[src/rtl/lpc_pkg.sv]
// Shared LPC constants and types: Q-format, accumulator width, LFSR and sequencer encoding.
package lpc_pkg;

    localparam int unsigned ORDER    = 10;
    localparam int unsigned FRAC     = 12;
    localparam int unsigned SAMPLE_W = 16;
    localparam int unsigned COEF_W   = 16;
    localparam int unsigned PROD_W   = 32;
    localparam int unsigned ACC_W    = 36;
    localparam int unsigned PER_W    = 16;
    localparam int unsigned LFSR_W   = 16;
    localparam int unsigned K_W      = 4;

    localparam logic [LFSR_W-1:0] LFSR_SEED = 16'hACE1;
    // Feedback taps b0, b2, b3, b5
    localparam logic [LFSR_W-1:0] LFSR_TAPS = 16'h002D;

    typedef logic [1:0] state_t;
    localparam state_t ST_IDLE = 2'd0;
    localparam state_t ST_EXC  = 2'd1;
    localparam state_t ST_MAC  = 2'd2;
    localparam state_t ST_OUT  = 2'd3;

    typedef struct packed {
        logic                          voiced;
        logic [PER_W-1:0]              period;
        logic [SAMPLE_W-1:0]           gain;
        logic [ORDER-1:0][COEF_W-1:0]  a;
    } frame_t;

endpackage

[src/rtl/lpc_excitation.sv]
// Excitation source: pitch counter for impulse trains, LFSR for noise, selected per sample.
module lpc_excitation
    import lpc_pkg::*;
(
    input  logic                       clk,
    input  logic                       rst,
    input  logic                       adv_i,
    input  logic                       load_i,
    input  logic [PER_W-1:0]           new_period_i,
    input  logic                       voiced_i,
    input  logic [PER_W-1:0]           period_i,
    input  logic signed [SAMPLE_W-1:0] gain_i,
    output logic signed [SAMPLE_W-1:0] exc_c_o
);

    logic [PER_W-1:0]           cnt_q, cnt_d, cnt_eff;
    logic [LFSR_W-1:0]          lfsr_q, lfsr_d;
    logic                       pulse_mode;
    logic signed [SAMPLE_W-1:0] noise_amp;

    // A load that shrinks the period below the current phase restarts the pitch cycle.
    always_comb begin
        pulse_mode = voiced_i && (period_i != PER_W'(0));
        cnt_eff    = (load_i && (cnt_q >= new_period_i)) ? '0 : cnt_q;
        noise_amp  = gain_i >>> 2;
        cnt_d      = cnt_eff;
        lfsr_d     = lfsr_q;
        exc_c_o    = '0;
        if (pulse_mode) begin
            if (cnt_eff == PER_W'(0)) begin
                exc_c_o = gain_i;
            end
            if (adv_i) begin
                cnt_d = (cnt_eff >= period_i - PER_W'(1)) ? '0 : cnt_eff + PER_W'(1);
            end
        end else begin
            exc_c_o = lfsr_q[0] ? noise_amp : -noise_amp;
            if (adv_i) begin
                lfsr_d = {^(lfsr_q & LFSR_TAPS), lfsr_q[LFSR_W-1:1]};
            end
        end
    end

    always_ff @(posedge clk) begin
        if (rst) begin
            cnt_q  <= '0;
            lfsr_q <= LFSR_SEED;
        end else begin
            cnt_q  <= cnt_d;
            lfsr_q <= lfsr_d;
        end
    end

endmodule

[src/rtl/lpc_dec.sv]
// LPC synthesis decoder: excitation through a 10th-order all-pole filter, one MAC per clock.
module lpc_dec
    import lpc_pkg::*;
(
    input  logic                       clk,
    input  logic                       rst,
    input  logic                       v,
    input  logic                       load,
    input  logic signed [COEF_W-1:0]   A1,
    input  logic signed [COEF_W-1:0]   A2,
    input  logic signed [COEF_W-1:0]   A3,
    input  logic signed [COEF_W-1:0]   A4,
    input  logic signed [COEF_W-1:0]   A5,
    input  logic signed [COEF_W-1:0]   A6,
    input  logic signed [COEF_W-1:0]   A7,
    input  logic signed [COEF_W-1:0]   A8,
    input  logic signed [COEF_W-1:0]   A9,
    input  logic signed [COEF_W-1:0]   A10,
    input  logic                       voiced,
    input  logic [PER_W-1:0]           freq_count,
    input  logic signed [SAMPLE_W-1:0] gain,
    output logic signed [SAMPLE_W-1:0] y,
    output logic                       vout,
    output logic                       busy,
    output logic                       ovr
);

    state_t                     state_q, state_d;
    logic [K_W-1:0]             k_q, k_d;
    logic signed [ACC_W-1:0]    acc_q, acc_d;
    logic signed [SAMPLE_W-1:0] e_q, e_d;
    logic signed [SAMPLE_W-1:0] hist_q [ORDER];
    logic signed [SAMPLE_W-1:0] hist_d [ORDER];
    frame_t                     act_q, act_d, shd_q, shd_d, frm_in;
    logic                       pend_q, pend_d;
    logic signed [SAMPLE_W-1:0] y_q, y_d;
    logic                       vout_q, vout_d, busy_q, busy_d, ovr_q, ovr_d;

    logic                       open_c, accept_c;
    logic signed [SAMPLE_W-1:0] exc_c, coef_c, hist_c, sat_c;
    logic signed [PROD_W-1:0]   prod_c;
    logic signed [ACC_W-1:0]    shifted_c;

    always_comb begin
        frm_in.voiced = voiced;
        frm_in.period = freq_count;
        frm_in.gain   = gain;
        frm_in.a[0]   = A1;
        frm_in.a[1]   = A2;
        frm_in.a[2]   = A3;
        frm_in.a[3]   = A4;
        frm_in.a[4]   = A5;
        frm_in.a[5]   = A6;
        frm_in.a[6]   = A7;
        frm_in.a[7]   = A8;
        frm_in.a[8]   = A9;
        frm_in.a[9]   = A10;
    end

    // OUT behaves like IDLE for requests and loads, giving back-to-back samples every 12 clocks.
    always_comb begin
        open_c   = (state_q == ST_IDLE) || (state_q == ST_OUT);
        accept_c = v && open_c;
        act_d    = act_q;
        shd_d    = shd_q;
        pend_d   = pend_q;
        if ((state_q == ST_OUT) && pend_q) begin
            act_d  = shd_q;
            pend_d = 1'b0;
        end
        if (load) begin
            if (open_c) begin
                act_d  = frm_in;
                pend_d = 1'b0;
            end else begin
                shd_d  = frm_in;
                pend_d = 1'b1;
            end
        end
    end

    lpc_excitation u_exc (
        .clk          (clk),
        .rst          (rst),
        .adv_i        (accept_c),
        .load_i       (load),
        .new_period_i (freq_count),
        .voiced_i     (act_d.voiced),
        .period_i     (act_d.period),
        .gain_i       (act_d.gain),
        .exc_c_o      (exc_c)
    );

    always_comb begin
        coef_c    = act_q.a[k_q];
        hist_c    = hist_q[k_q];
        prod_c    = coef_c * hist_c;
        shifted_c = acc_q >>> FRAC;
        if (shifted_c[ACC_W-1:SAMPLE_W-1] == {(ACC_W-SAMPLE_W+1){shifted_c[ACC_W-1]}}) begin
            sat_c = shifted_c[SAMPLE_W-1:0];
        end else begin
            sat_c = shifted_c[ACC_W-1] ? 16'sh8000 : 16'sh7FFF;
        end
    end

    always_comb begin
        state_d = state_q;
        k_d     = k_q;
        acc_d   = acc_q;
        e_d     = e_q;
        hist_d  = hist_q;
        y_d     = y_q;
        vout_d  = 1'b0;
        ovr_d   = ovr_q | (v & ~open_c);
        case (state_q)
            ST_IDLE: begin
                if (v) begin
                    e_d     = exc_c;
                    state_d = ST_EXC;
                end
            end
            ST_EXC: begin
                acc_d   = ACC_W'(e_q) <<< FRAC;
                k_d     = '0;
                state_d = ST_MAC;
            end
            ST_MAC: begin
                acc_d = acc_q - ACC_W'(prod_c);
                if (k_q == K_W'(ORDER - 1)) begin
                    state_d = ST_OUT;
                end else begin
                    k_d = k_q + K_W'(1);
                end
            end
            default: begin
                y_d    = sat_c;
                vout_d = 1'b1;
                for (int i = ORDER - 1; i > 0; i--) begin
                    hist_d[i] = hist_q[i-1];
                end
                hist_d[0] = sat_c;
                if (v) begin
                    e_d     = exc_c;
                    state_d = ST_EXC;
                end else begin
                    state_d = ST_IDLE;
                end
            end
        endcase
        busy_d = (state_d != ST_IDLE);
    end

    always_ff @(posedge clk) begin
        if (rst) begin
            state_q <= ST_IDLE;
            k_q     <= '0;
            acc_q   <= '0;
            e_q     <= '0;
            hist_q  <= '{default: '0};
            act_q   <= '0;
            shd_q   <= '0;
            pend_q  <= 1'b0;
            y_q     <= '0;
            vout_q  <= 1'b0;
            busy_q  <= 1'b0;
            ovr_q   <= 1'b0;
        end else begin
            state_q <= state_d;
            k_q     <= k_d;
            acc_q   <= acc_d;
            e_q     <= e_d;
            hist_q  <= hist_d;
            act_q   <= act_d;
            shd_q   <= shd_d;
            pend_q  <= pend_d;
            y_q     <= y_d;
            vout_q  <= vout_d;
            busy_q  <= busy_d;
            ovr_q   <= ovr_d;
        end
    end

    assign y    = y_q;
    assign vout = vout_q;
    assign busy = busy_q;
    assign ovr  = ovr_q;

endmodule

[config.mk]
export PLATFORM = sky130hd
export DESIGN_NAME = lpc_dec
export DESIGN_NICKNAME = d
export VERILOG_FILES = /design/src/rtl/lpc_pkg.sv /design/src/rtl/lpc_excitation.sv /design/src/rtl/lpc_dec.sv
export SDC_FILE = /design/constraint.sdc
export NUM_CORES = 2
export LEC_CHECK = 0
export CELL_PAD_IN_SITES_DETAIL_PLACEMENT = 0
export CELL_PAD_IN_SITES_GLOBAL_PLACEMENT = 1
export CORE_AREA = 3 3 283 313
export DETAILED_ROUTE_END_ITERATION = 10
export DIE_AREA = 0 0 286 316
export PLACE_DENSITY_LB_ADDON = 0.1
export SETUP_SLACK_MARGIN = 0.15
export SLEW_MARGIN = 10
export SYNTH_ARGS = -nofsm -noshare
export SYNTH_HDL_FRONTEND = slang
export SYNTH_SLANG_ARGS = --single-unit
[constraint.sdc]
create_clock -name clk -period 17.9 [get_ports clk]
set_clock_uncertainty 0.05 [all_clocks]
set_input_delay 5.37 -clock clk [delete_from_list [all_inputs] [get_ports clk]]
set_output_delay 5.37 -clock clk [all_outputs]
set_load 0.05 [all_outputs]
==> reports/results.txt <==
final setup fails -> 0
data required time of the critical path -> 18.42 ns
area of all placed cells without fillers -> 46200 µm²
standard cell core area -> 86000 µm²
clock insertion delay at the later pin of the skew report -> 0.64 ns
fraction of synthesis flops using an asynchronous set or reset pin -> 0
horizontal die dimension -> 286 µm
sequential element share of the synthesized area -> 0.313
TritonCTS clock tree -> done
clock transition time at the flip-flop clock pins of the worst setup and hold paths -> 0.06 ns
pin count of the biggest net entering global routing -> 178
fraction of layout instances using a drive strength above 1 -> 0.0616
r2r worst-path depth -> 23
slew at the pin closest to its max-slew limit -> 1.16 ns
share of the clock period used by the worst path after layout -> 0.539
fin cells -> 6025
via count -> 32858
Nets -> 5479
antenna violations before repair -> 5
DR pass1 iterations -> 5
hold violation count in the final report -> 0
PwrDens -> 170 nW/µm²
Total GRT Usage -> 0.256
final worst path period need -> 9.65 ns
Avg Cell Area, Syn -> 8.54 µm²
hold-critical path depth -> 2
Final Max Tran Viols -> 0
routed length per placed instance -> 19.2 µm
top flip-flop cell by instance count after synthesis -> dfxtp_1
CP bufs+invs -> 2
Hold/Removal Path Class -> reg2reg
Routed Wire Length -> 116 mm
vias per std cell -> 5.45
wire length of the first global-routing pass -> 183 mm
static leakage -> 17.9 nW
data arrival at the endpoint of the critical path -> 10.17 ns
number of nets with antenna violations after routing -> 0
outcome -> complete, no violations
Power, Total -> 7.85 mW
nature of the critical path endpoint -> flop
number of buffers on the longest clock path -> 3
Max Fanout on Critical Path -> 32
cell count after placement -> 5891
worst hold slack -> 0.379 ns
starting density of the core -> 0.476
worst slew slack as a fraction of its limit -> 0.223
type of the worst setup path -> in2reg
area added between synthesis and finish -> 12.9%
buffer type at the clock tree root -> clkbuf_16
number of global-route vias before repair -> 32236
GR Overflow Total -> 0
die outline area -> 90400 µm²
CP Depth -> 17
die boundary height -> 316 µm
CP Launch Type -> input port
Max Fclk -> 104 MHz
synthesized instance count -> 4795
number of buffers created by CTS -> 73
Synth Register Bits -> 640
I/O Buffers -> 215
# rows -> 113
number of post-CTS setup repair buffers -> 0
Top delay family on crit path -> simple AND/OR/NAND/NOR gates
global placement routability congestion -> 0.886
number of H-tree branching levels -> 3
Worst Setup Slack post-DPL -> 7.60 ns
number of enable-type register cells in the synthesized netlist -> 0
post-detailed-placement half-perimeter wirelength -> 81.9 mm
placed cell area -> 43700 µm²
final-layout setup total negative slack -> 0 ns
Synthesized Nets -> 5458
total of cells resized after clock tree synthesis -> 0
remaining design rule violation count -> 0
I/O pin total -> 216
slowest stage cell, crit path -> clkdlybuf4s50_1
Yosys warnings -> 0
violation count after the first detailed-routing iteration -> 2199
VDD IR max -> 155 µV
number of buffers added to fix hold violations after cts -> 0
Distinct cells, synth -> 82
slowest stage delay, CP -> 0.82 ns
Layout Utilization -> 0.537
netlist area before placement -> 40900 µm²
clock tree sinks -> 640
worst path setup slack after routing -> 8.25 ns
register-to-register setup slack -> 8.40 ns
max_cap viols -> 0
critical-path cell list -> clkdlybuf4s50_1, nor2b_2, buf_4, a21oi_1, a21oi_1, ha_1, o2111ai_1, nor4b_2, nand2_1, nor3_1, xnor2_1, ha_1, a2111oi_0, a31oi_1, a21o_1, nand2b_4, nor2_1
RSZ-0062 raised after global routing -> no
[power by group]
group / leakage (nW) / internal (mW) / switching [mW]
Sequential: 5.23 / 1.66 / 0.170
Combinational: 11.5 / 1.75 / 2.71
Clock: 1.21 / 0.916 / 0.643
[final cells by class]
cell class	count	area [µm²]
inverter	478	1790
multi-input combinational	3350	25000
clock inverter	30	429
antenna	4	10.0
clock buffer	100	2060
tap	1150	1440
timing repair buffer	273	2610
fill	8233	39800
sequential	640	12800
[worst paths after layout]
check,startpoint,endpoint
hold / removal,shd_q[155]$_SDFFE_PP0P_,act_q[155]$_SDFF_PP0_
setup / recovery,load,u_exc.cnt_q[3]$_SDFF_PP0_
hold reg to reg,shd_q[155]$_SDFFE_PP0P_,act_q[155]$_SDFF_PP0_
setup reg to reg,k_q[0]$_SDFFE_PP0P_,acc_q[34]$_SDFFE_PP0P_
[worst min-delay path: stages (launching register included)]
cell and delay, ns:
dfxtp_1 0.30, nand2_1 0.05, a311oi_1 0.07
[Yosys cell counts (all sizes together), types with 12 or more instances]
library cell / number / area share
a21o: 35 / 0.0064
o22a: 22 / 0.0047
nand4: 16 / 0.0024
nand2b: 19 / 0.0031
and2: 35 / 0.0053
a31oi: 33 / 0.0050
mux4: 62 / 0.034
a211oi: 19 / 0.0036
a21oi: 297 / 0.037
buf: 88 / 0.011
nor2: 587 / 0.054
fa: 323 / 0.16
o21ai: 54 / 0.0066
nand3: 37 / 0.0045
mux2i: 227 / 0.056
clkbuf: 239 / 0.022
nor2b: 21 / 0.0033
xor2: 28 / 0.0060
or2: 16 / 0.0024
nor3: 27 / 0.0034
dfxtp: 640 / 0.31
a22oi: 12 / 0.0022
a311oi: 181 / 0.039
xnor2: 59 / 0.013
nand2: 950 / 0.087
inv: 477 / 0.044
ha: 143 / 0.044
o22ai: 25 / 0.0038
nor4: 12 / 0.0018
[kinds of logic (layout without fill, tap and decap cells)]
logic type | Yosys count | count (layout) | synth area share
adder cells (fa/ha/maj) | 466 | 466 | 0.202
other | 0 | 4 | 0
XOR/XNOR | 87 | 87 | 0.0186
AND/OR/NAND/NOR | 1750 | 1750 | 0.173
flip-flops | 640 | 640 | 0.313
multiplexers | 290 | 290 | 0.0899
AO/OA/AOI/OAI | 757 | 757 | 0.127
buffers and inverters | 805 | 881 | 0.0770
[sequential cells by signal, indices dropped and copies added (netlist names)]
signal / count
act_q: 193
shd_q: 193
hist_q: 144
acc_q: 36
e_q: 16
u_exc.cnt_q: 16
u_exc.lfsr_q: 16
y: 16
k_q: 4
state_q: 2
busy: 1
ovr: 1
pend_q: 1
vout: 1
[placed cells by master (no fill, tap or decap), types with 7 or more instances in the layout]
master | netlist | routed
mux4_2 | 62 | 62
bufinv_16 | 0 | 7
clkbuf_8 | 0 | 11
a31o_2 | 8 | 8
and2_1 | 35 | 33
o21ai_1 | 8 | 8
a21o_1 | 35 | 35
o31ai_1 | 7 | 7
nor3b_1 | 8 | 8
nand4_1 | 16 | 16
mux2i_1 | 227 | 227
inv_1 | 477 | 476
dfxtp_1 | 640 | 637
fa_1 | 323 | 323
xnor2_1 | 59 | 59
a211oi_1 | 18 | 18
a21oi_1 | 296 | 296
nand2b_1 | 18 | 17
o21a_1 | 8 | 8
clkdlybuf4s50_1 | 0 | 214
o22ai_1 | 25 | 22
a311oi_1 | 181 | 181
nor2_1 | 585 | 585
and3_1 | 9 | 9
clkinv_2 | 0 | 12
a22oi_1 | 12 | 12
buf_4 | 22 | 57
xor2_1 | 28 | 28
a31oi_1 | 33 | 33
nand2_1 | 948 | 946
ha_1 | 143 | 142
clkbuf_1 | 237 | 15
nor2b_1 | 20 | 20
or2_2 | 16 | 16
nor3_1 | 26 | 26
nand3_1 | 37 | 37
o21ai_0 | 46 | 46
nor4_1 | 12 | 11
clkbuf_16 | 0 | 74
o22a_1 | 22 | 22
[layer usage]
layer  global-route usage  vias to the layer above  wire length [µm]
met5                    0                        -                 0
met4               0.0775                        0              3110
met3               0.0305                      143              4430
met2                0.432                      672             56900
met1                0.344                    16226             51400
li1                     -                    15817                 -
(Power assumes the default switching activity.)
